### config.mk
export PLATFORM = sky130hd
export DESIGN_NAME = cfg_frame_loader
export DESIGN_NICKNAME = d
export VERILOG_FILES = /design/src/rtl/cfg_loader_pkg.sv /design/src/rtl/cfg_shadow_sr.sv /design/src/rtl/cfg_frame_loader.sv
export SDC_FILE = /design/constraint.sdc
export NUM_CORES = 1
export LEC_CHECK = 0
export CAP_MARGIN = 30
export CELL_PAD_IN_SITES_DETAIL_PLACEMENT = 1
export CELL_PAD_IN_SITES_GLOBAL_PLACEMENT = 2
export CORE_ASPECT_RATIO = 1.25
export CORE_UTILIZATION = 33
export DETAILED_ROUTE_END_ITERATION = 10
export HOLD_SLACK_MARGIN = 0.03
export PLACE_DENSITY = 0.81
export REMOVE_ABC_BUFFERS = 1
export SYNTH_ARGS = -nofsm -noshare
export SYNTH_HDL_FRONTEND = slang
export SYNTH_HIERARCHICAL = 1
export SYNTH_SLANG_ARGS = --single-unit
### constraint.sdc
create_clock -name clk -period 2.3 [get_ports clk]
set_input_delay 0.46 -clock clk [delete_from_list [all_inputs] [get_ports clk]]
set_output_delay 0.46 -clock clk [all_outputs]
set_load 0.01 [all_outputs]
### src/rtl/cfg_loader_pkg.sv
// Shared types and helpers for the config-chain frame loader.
// The CHECK state is only present when CFG_FRAME_LOADER_PARITY_EN is defined.
package cfg_loader_pkg;

    typedef enum logic [1:0] {
        ST_IDLE,
        ST_ID,
        ST_LOAD
`ifdef CFG_FRAME_LOADER_PARITY_EN
        , ST_CHECK
`endif
    } state_t;

    // Number of beats needed to carry a field of `width` bits over `lanes` lanes.
    function automatic int beats(input int width, input int lanes);
        return (width + lanes - 1) / lanes;
    endfunction

    // Reserved broadcast frame ID: all ones of the ID field.
    function automatic int bcast_id(input int id_width);
        return int'((33'd1 << id_width) - 33'd1);
    endfunction

endpackage

### src/rtl/cfg_shadow_sr.sv
// Multi-lane LSB-first shift register with clear and write enable.
// data_nxt is the value the register takes at the next edge, so callers can commit the final beat without a bubble.
module cfg_shadow_sr
    import cfg_loader_pkg::*;
#(
    parameter int WIDTH = 132,
    parameter int LANES = 1
) (
    input  logic             clk,
    input  logic             rst,
    input  logic             clr,
    input  logic             we,
    input  logic [LANES-1:0] din,
    output logic [WIDTH-1:0] data_nxt
);

    localparam int SR_W = beats(WIDTH, LANES) * LANES;

    logic [SR_W-1:0] sr_q;
    logic [SR_W-1:0] sr_shift;
    logic [SR_W-1:0] sr_d;

    // New beats enter at the top, so after a full field the first beat sits in the low lanes.
    generate
        if (SR_W == LANES) begin : g_single
            assign sr_shift = din;
        end else begin : g_multi
            assign sr_shift = {din, sr_q[SR_W-1:LANES]};
        end
    endgenerate

    always_comb begin
        sr_d = sr_q;
        if (clr) begin
            sr_d = '0;
        end else if (we) begin
            sr_d = sr_shift;
        end
    end

    // NOTE: this wide register is still reset: a cleared shadow is part of the defined reset state.
    always_ff @(posedge clk) begin
        if (rst) begin
            sr_q <= '0;
        end else begin
            sr_q <= sr_d;
        end
    end

    // Pad bits above WIDTH are carried along but never exposed.
    assign data_nxt = sr_d[WIDTH-1:0];

endmodule

### src/rtl/cfg_frame_loader.sv
// Config-chain frame loader: forwards the chain with one cycle of latency and commits addressed
// or broadcast payloads to cfg. Define CFG_FRAME_LOADER_PARITY_EN for the parity CHECK beat and cfg_err.
module cfg_frame_loader
    import cfg_loader_pkg::*;
#(
    parameter int ID_WIDTH = 3,
    parameter int ID       = 7,
    parameter int CFG_SIZE = 132,
    parameter int CHAIN_W  = 1,
    parameter bit BCAST    = 1'b1
) (
    input  logic                clk,
    input  logic                rst,
    input  logic                cfg_in_start,
    input  logic [CHAIN_W-1:0]  cfg_bits_in,
    output logic                cfg_out_start,
    output logic [CHAIN_W-1:0]  cfg_bits_out,
    output logic [CFG_SIZE-1:0] cfg,
    output logic                cfg_done,
`ifdef CFG_FRAME_LOADER_PARITY_EN
    output logic                cfg_err,
`endif
    output logic                busy
);

    localparam int ID_BEATS  = beats(ID_WIDTH, CHAIN_W);
    localparam int PL_BEATS  = beats(CFG_SIZE, CHAIN_W);
    localparam int MAX_BEATS = (ID_BEATS > PL_BEATS) ? ID_BEATS : PL_BEATS;
    localparam int CNT_W     = $clog2(MAX_BEATS + 1);

    localparam logic [CNT_W-1:0]    ID_LAST  = CNT_W'(ID_BEATS - 1);
    localparam logic [CNT_W-1:0]    PL_LAST  = CNT_W'(PL_BEATS - 1);
    localparam logic [ID_WIDTH-1:0] ID_VAL   = ID_WIDTH'(ID);
    localparam logic [ID_WIDTH-1:0] BCAST_ID = ID_WIDTH'(bcast_id(ID_WIDTH));

    state_t             state_q, state_d;
    logic [CNT_W-1:0]   cnt_q, cnt_d;
    logic               match_q, match_d;
    logic               id_we, sh_we, clr, commit;
    logic [ID_WIDTH-1:0] id_nxt;
    logic [CFG_SIZE-1:0] shadow_nxt;
    logic               id_hit;
`ifdef CFG_FRAME_LOADER_PARITY_EN
    logic               err_d;
    logic               parity_ok;
`endif

    // Forward pipe: unconditional, so downstream tiles see every frame.
    always_ff @(posedge clk) begin
        if (rst) begin
            cfg_out_start <= 1'b0;
            cfg_bits_out  <= '0;
        end else begin
            cfg_out_start <= cfg_in_start;
            cfg_bits_out  <= cfg_bits_in;
        end
    end

    cfg_shadow_sr #(
        .WIDTH (ID_WIDTH),
        .LANES (CHAIN_W)
    ) u_id_sr (
        .clk      (clk),
        .rst      (rst),
        .clr      (clr),
        .we       (id_we),
        .din      (cfg_bits_in),
        .data_nxt (id_nxt)
    );

    cfg_shadow_sr #(
        .WIDTH (CFG_SIZE),
        .LANES (CHAIN_W)
    ) u_shadow_sr (
        .clk      (clk),
        .rst      (rst),
        .clr      (clr),
        .we       (sh_we),
        .din      (cfg_bits_in),
        .data_nxt (shadow_nxt)
    );

    assign id_hit = (id_nxt == ID_VAL) || (BCAST && (id_nxt == BCAST_ID));

`ifdef CFG_FRAME_LOADER_PARITY_EN
    // Even parity: payload bits plus the lane-0 check bit XOR to zero.
    assign parity_ok = ~((^shadow_nxt) ^ cfg_bits_in[0]);
`endif

    always_comb begin
        // NOTE: every signal driven here gets a default first, so no path can infer a latch.
        state_d = state_q;
        cnt_d   = cnt_q;
        match_d = match_q;
        id_we   = 1'b0;
        sh_we   = 1'b0;
        clr     = 1'b0;
        commit  = 1'b0;
`ifdef CFG_FRAME_LOADER_PARITY_EN
        err_d   = 1'b0;
`endif
        case (state_q)
            ST_IDLE: begin
                if (cfg_in_start) begin
                    state_d = ST_ID;
                    cnt_d   = '0;
                end
            end
            ST_ID: begin
                id_we = 1'b1;
                if (cnt_q == ID_LAST) begin
                    match_d = id_hit;
                    state_d = ST_LOAD;
                    cnt_d   = '0;
                end else begin
                    cnt_d = cnt_q + CNT_W'(1);
                end
            end
            ST_LOAD: begin
                sh_we = match_q;
                if (cnt_q == PL_LAST) begin
                    cnt_d = '0;
`ifdef CFG_FRAME_LOADER_PARITY_EN
                    state_d = ST_CHECK;
`else
                    commit  = match_q;
                    state_d = ST_IDLE;
`endif
                end else begin
                    cnt_d = cnt_q + CNT_W'(1);
                end
            end
`ifdef CFG_FRAME_LOADER_PARITY_EN
            ST_CHECK: begin
                state_d = ST_IDLE;
                commit  = match_q && parity_ok;
                err_d   = match_q && !parity_ok;
            end
`endif
            default: state_d = ST_IDLE;
        endcase

        // A start strobe mid-frame drops everything captured so far and restarts the ID phase.
        if (cfg_in_start && (state_q != ST_IDLE)) begin
            state_d = ST_ID;
            cnt_d   = '0;
            match_d = 1'b0;
            id_we   = 1'b0;
            sh_we   = 1'b0;
            clr     = 1'b1;
            commit  = 1'b0;
`ifdef CFG_FRAME_LOADER_PARITY_EN
            err_d   = 1'b0;
`endif
        end
    end

    always_ff @(posedge clk) begin
        if (rst) begin
            state_q  <= ST_IDLE;
            cnt_q    <= '0;
            match_q  <= 1'b0;
            cfg      <= '0;
            cfg_done <= 1'b0;
`ifdef CFG_FRAME_LOADER_PARITY_EN
            cfg_err  <= 1'b0;
`endif
        end else begin
            // NOTE: non-blocking assignments here so every flop updates from pre-edge values.
            state_q  <= state_d;
            cnt_q    <= cnt_d;
            match_q  <= match_d;
            cfg_done <= commit;
            if (commit) begin
                cfg <= shadow_nxt;
            end
`ifdef CFG_FRAME_LOADER_PARITY_EN
            cfg_err  <= err_d;
`endif
        end
    end

    assign busy = (state_q != ST_IDLE);

endmodule

==> metrics.md <==
| Metric | Value |
|---|---|
| CTS Hold Buffers Added | 0 |
| Gpl congestion | 0.729 |
| Synth cell types | 42 |
| Setup ws final | between 0.1 and 0.15 ns |
| Clock Latency Late Sink | 0.57 ns |
| Syn Inst Count | approximately 1300 |
| Final Cycle Share | 94.7% |
| CP startpoint kind | flip-flop |
| Sequential share of the synthesized area | a little over half |
| Area of the multi-input gates | 0.00459 mm² |
| Root buf cell | clkbuf_16 |
| Avg Cell Area, Syn | 8.53 µm² |
| Dominant synthesized flop cell | dfxtp_1 |
| CP max stage delay | about 0.42 ns |
| CTS sink count | 281 |
| # H-tree levels | 1 |
| Yosys top cell area share | 52.1% |
| Register Area | around 0.0056 mm² |
| Slew headroom | around 62% |
| CTS tree | yes |
| DR WL/cell | 15.1 µm |
| Met1 Wirelength | about 12000 µm |
| Final std cells w/o fill | 1828 |
| Core box area | around 0.032 mm² |
| First-pass GRT wire length | between 40000 and 50000 µm |
| Synth warnings | 6 |
| Area after DPL | 0.0126 mm² |
| Largest net degree at the start of global routing | about 80 |
| Place WS | between 0.05 and 0.06 ns |
| Fin Setup TNS | 0 ns |
| Post-route ant nets | 0 |
| Post-synth EDFFs | 0 |
| Critical path's most frequent cell | nand2_1 |
| Gr usage total | between 10% and 20% |
| Max cap viols | 0 |
| DR vias | 8661 |
| Worst-Margin Slew | ~0.56 ns |
| Clock skew | approximately 0.017 ns |
| Nets | between 1000 and 1500 |
| Post-synth ARST share | 0% |
| Initial Utilization | about a third |
| Leakage power | between 4 and 5 nW |
| CP Class | flip-flop to flip-flop |
| Ratio of cells with drive above 1 in the final layout | around 8.3% |
| Worst EP required | approximately 2.8 ns |
| Die H | 204 µm |
| Fin area | approximately 0.014 mm² |
| Iter 0 DRT Violations | 319 |
| WP data arrival | 2.67 ns |
| Dpl cells | around 1800 |
| Slew Limit Fails | 0 |
| Pwr dens | 762 mW/mm² |
| Avg Vias per Cell | around 4.7 |
| First-pass DRT Iterations | 4 |
| I/O pin count | 140 |
| Chip width | ~160 µm |
| Vias in the first global route | ~8800 |
| Grt ovf | 0 |
| Worst-path cell chain | ha_1 > nor4bb_4 > nand2_1 > nor2_4 > buf_4 > buf_12 > clkbuf_16 > nand2_1 > a21oi_1 |
| Fmax | about 460 MHz |
| Initial antenna violation count | 0 |
| Placement Rows | 73 |
| Hold crit path type | primary input to flip-flop |
| Max FO, Critical Path | 28 |
| Post-synth top area cell | dfxtp_1 |
| Clock buffer depth | 3 |
| Top layer in use | met4 |
| Status | complete, no violations |
| Met3 WL | 842 µm |
| Synth Cell Area | around 0.011 mm² |
| Ant diodes | 0 |
| Area Growth Syn to Fin | 27.8% |
| Hpwl dp | approximately 17000 µm |
| Largest cells by area after synthesis | dfxtp_1 52%, mux2i_1 13%, nand2_1 9.8% |
| Critical-path top delay cell | dfxtp_1 |
| DRT Wirelength | 27600 µm |
| Yosys reg bits | between 200 and 300 |
| Worst IR Drop VDD | roughly 530 µV |
| Final min period | between 2 and 2.5 ns |
| Fillcell total | approximately 3800 |
| Final Hold Vio Count | 0 |
| Endpoint class of the critical path | flip-flop |
| CTS clk-pin slew, worst paths | approximately 0.06 ns |
| Final total power | 10.5 mW |
| Number of I/O port buffers | about 140 |
| CTS Buf Count | 31 |
| Final Core Density | ~43% |
| Post-route DRC | 0 |
| Finish-stage setup viols | 0 |
| DIE AREA | between 0.03 and 0.04 mm² |
| DR WL met2 | 13900 µm |
| Post-synth top cells | 281 x dfxtp_1, 281 x nand2_1, 268 x nor2_1, 137 x a21oi_1, 137 x mux2i_1 |
| Hold_ws | ~0.3 ns |
-- flip-flops by register name (all words and copies together), names as in the netlist --
signal,flops
cfg,132
u_shadow_sr/sr_q,132
cnt_q,8
u_id_sr/sr_q,3
state_q,2
cfg_bits_out,1
cfg_done,1
cfg_out_start,1
match_q,1
-- metal layers --
layer  vias up  track usage [%]
met5         -                0
met4         0             4.60
met3        26             2.41
met2       108             29.6
met1      4192             20.1
li1       4335                -
-- cells by family after synthesis --
group	after synthesis	share of synthesized area [%]
compound gates	151	7.33
fa+ha+maj	5	0.579
buf+inv	100	5.54
flops	281	52.1
mux	137	12.7
simple gates	593	21.8
-- power by group --
group | switching [mW] | internal (mW) | total (mW)
sequential | 0.00701 | 4.88 | 4.88
clock | 1.99 | 3.19 | 5.18
combinational | 0.327 | 0.134 | 0.461
-- worst max-delay path, delay by kind of cell (launching register included) --
kind,cells,cell delay [ns]
buf+inv,3,0.44
flops,1,0.42
fa+ha+maj,1,0.28
compound gates,1,0.13
simple gates,4,0.82
-- final cells by class --
type | instances | area share [%]
Clock buffer | 50 | 7.00
Clock inverter | 8 | 0.861
Inverter | 9 | 0.317
Multi-Input combinational cell | 886 | 33.3
Sequential cell | 281 | 40.7
Tap cell | 412 | 3.73
Timing Repair Buffer | 182 | 14.1
-- timing repair --
| action | 4_1_cts | 5_1_grt |
|---|---|---|
| buffers inserted | 0 | 4 |
| resized for setup | 1 | 1 |
| cloned | 0 | 2 |
| endpoints found under the setup margin | 1 | 22 |
| pin swaps | 0 | 1 |
-- layout by cell type (no fill, tap or decap), types with 3 or more instances in the layout --
cell / n
clkbuf_1: 7
bufinv_16: 3
nand2_1: 281
nor2_1: 268
clkinv_2: 4
nand3_1: 8
nor2_2: 10
mux2i_1: 137
buf_12: 16
clkdlybuf4s50_1: 137
nor3_1: 6
dfxtp_1: 281
clkbuf_16: 33
a21oi_1: 137
clkbuf_8: 12
buf_4: 26
inv_1: 6
ha_1: 5
a31oi_1: 4
-- worst paths after layout --
kind / depth (start not counted) / from / slack, ns / end
worst max-delay path: 9 / cnt_q[0] / 0.12 / cfg[77]
worst min-delay path: 2 / rst / 0.30 / cfg[92]
worst max register to register: 9 / cnt_q[0] / 0.12 / cfg[77]
worst min register to register: 2 / cfg[13] / 0.45 / cfg[13]
Note: power is estimated with default switching activity, not from simulation.
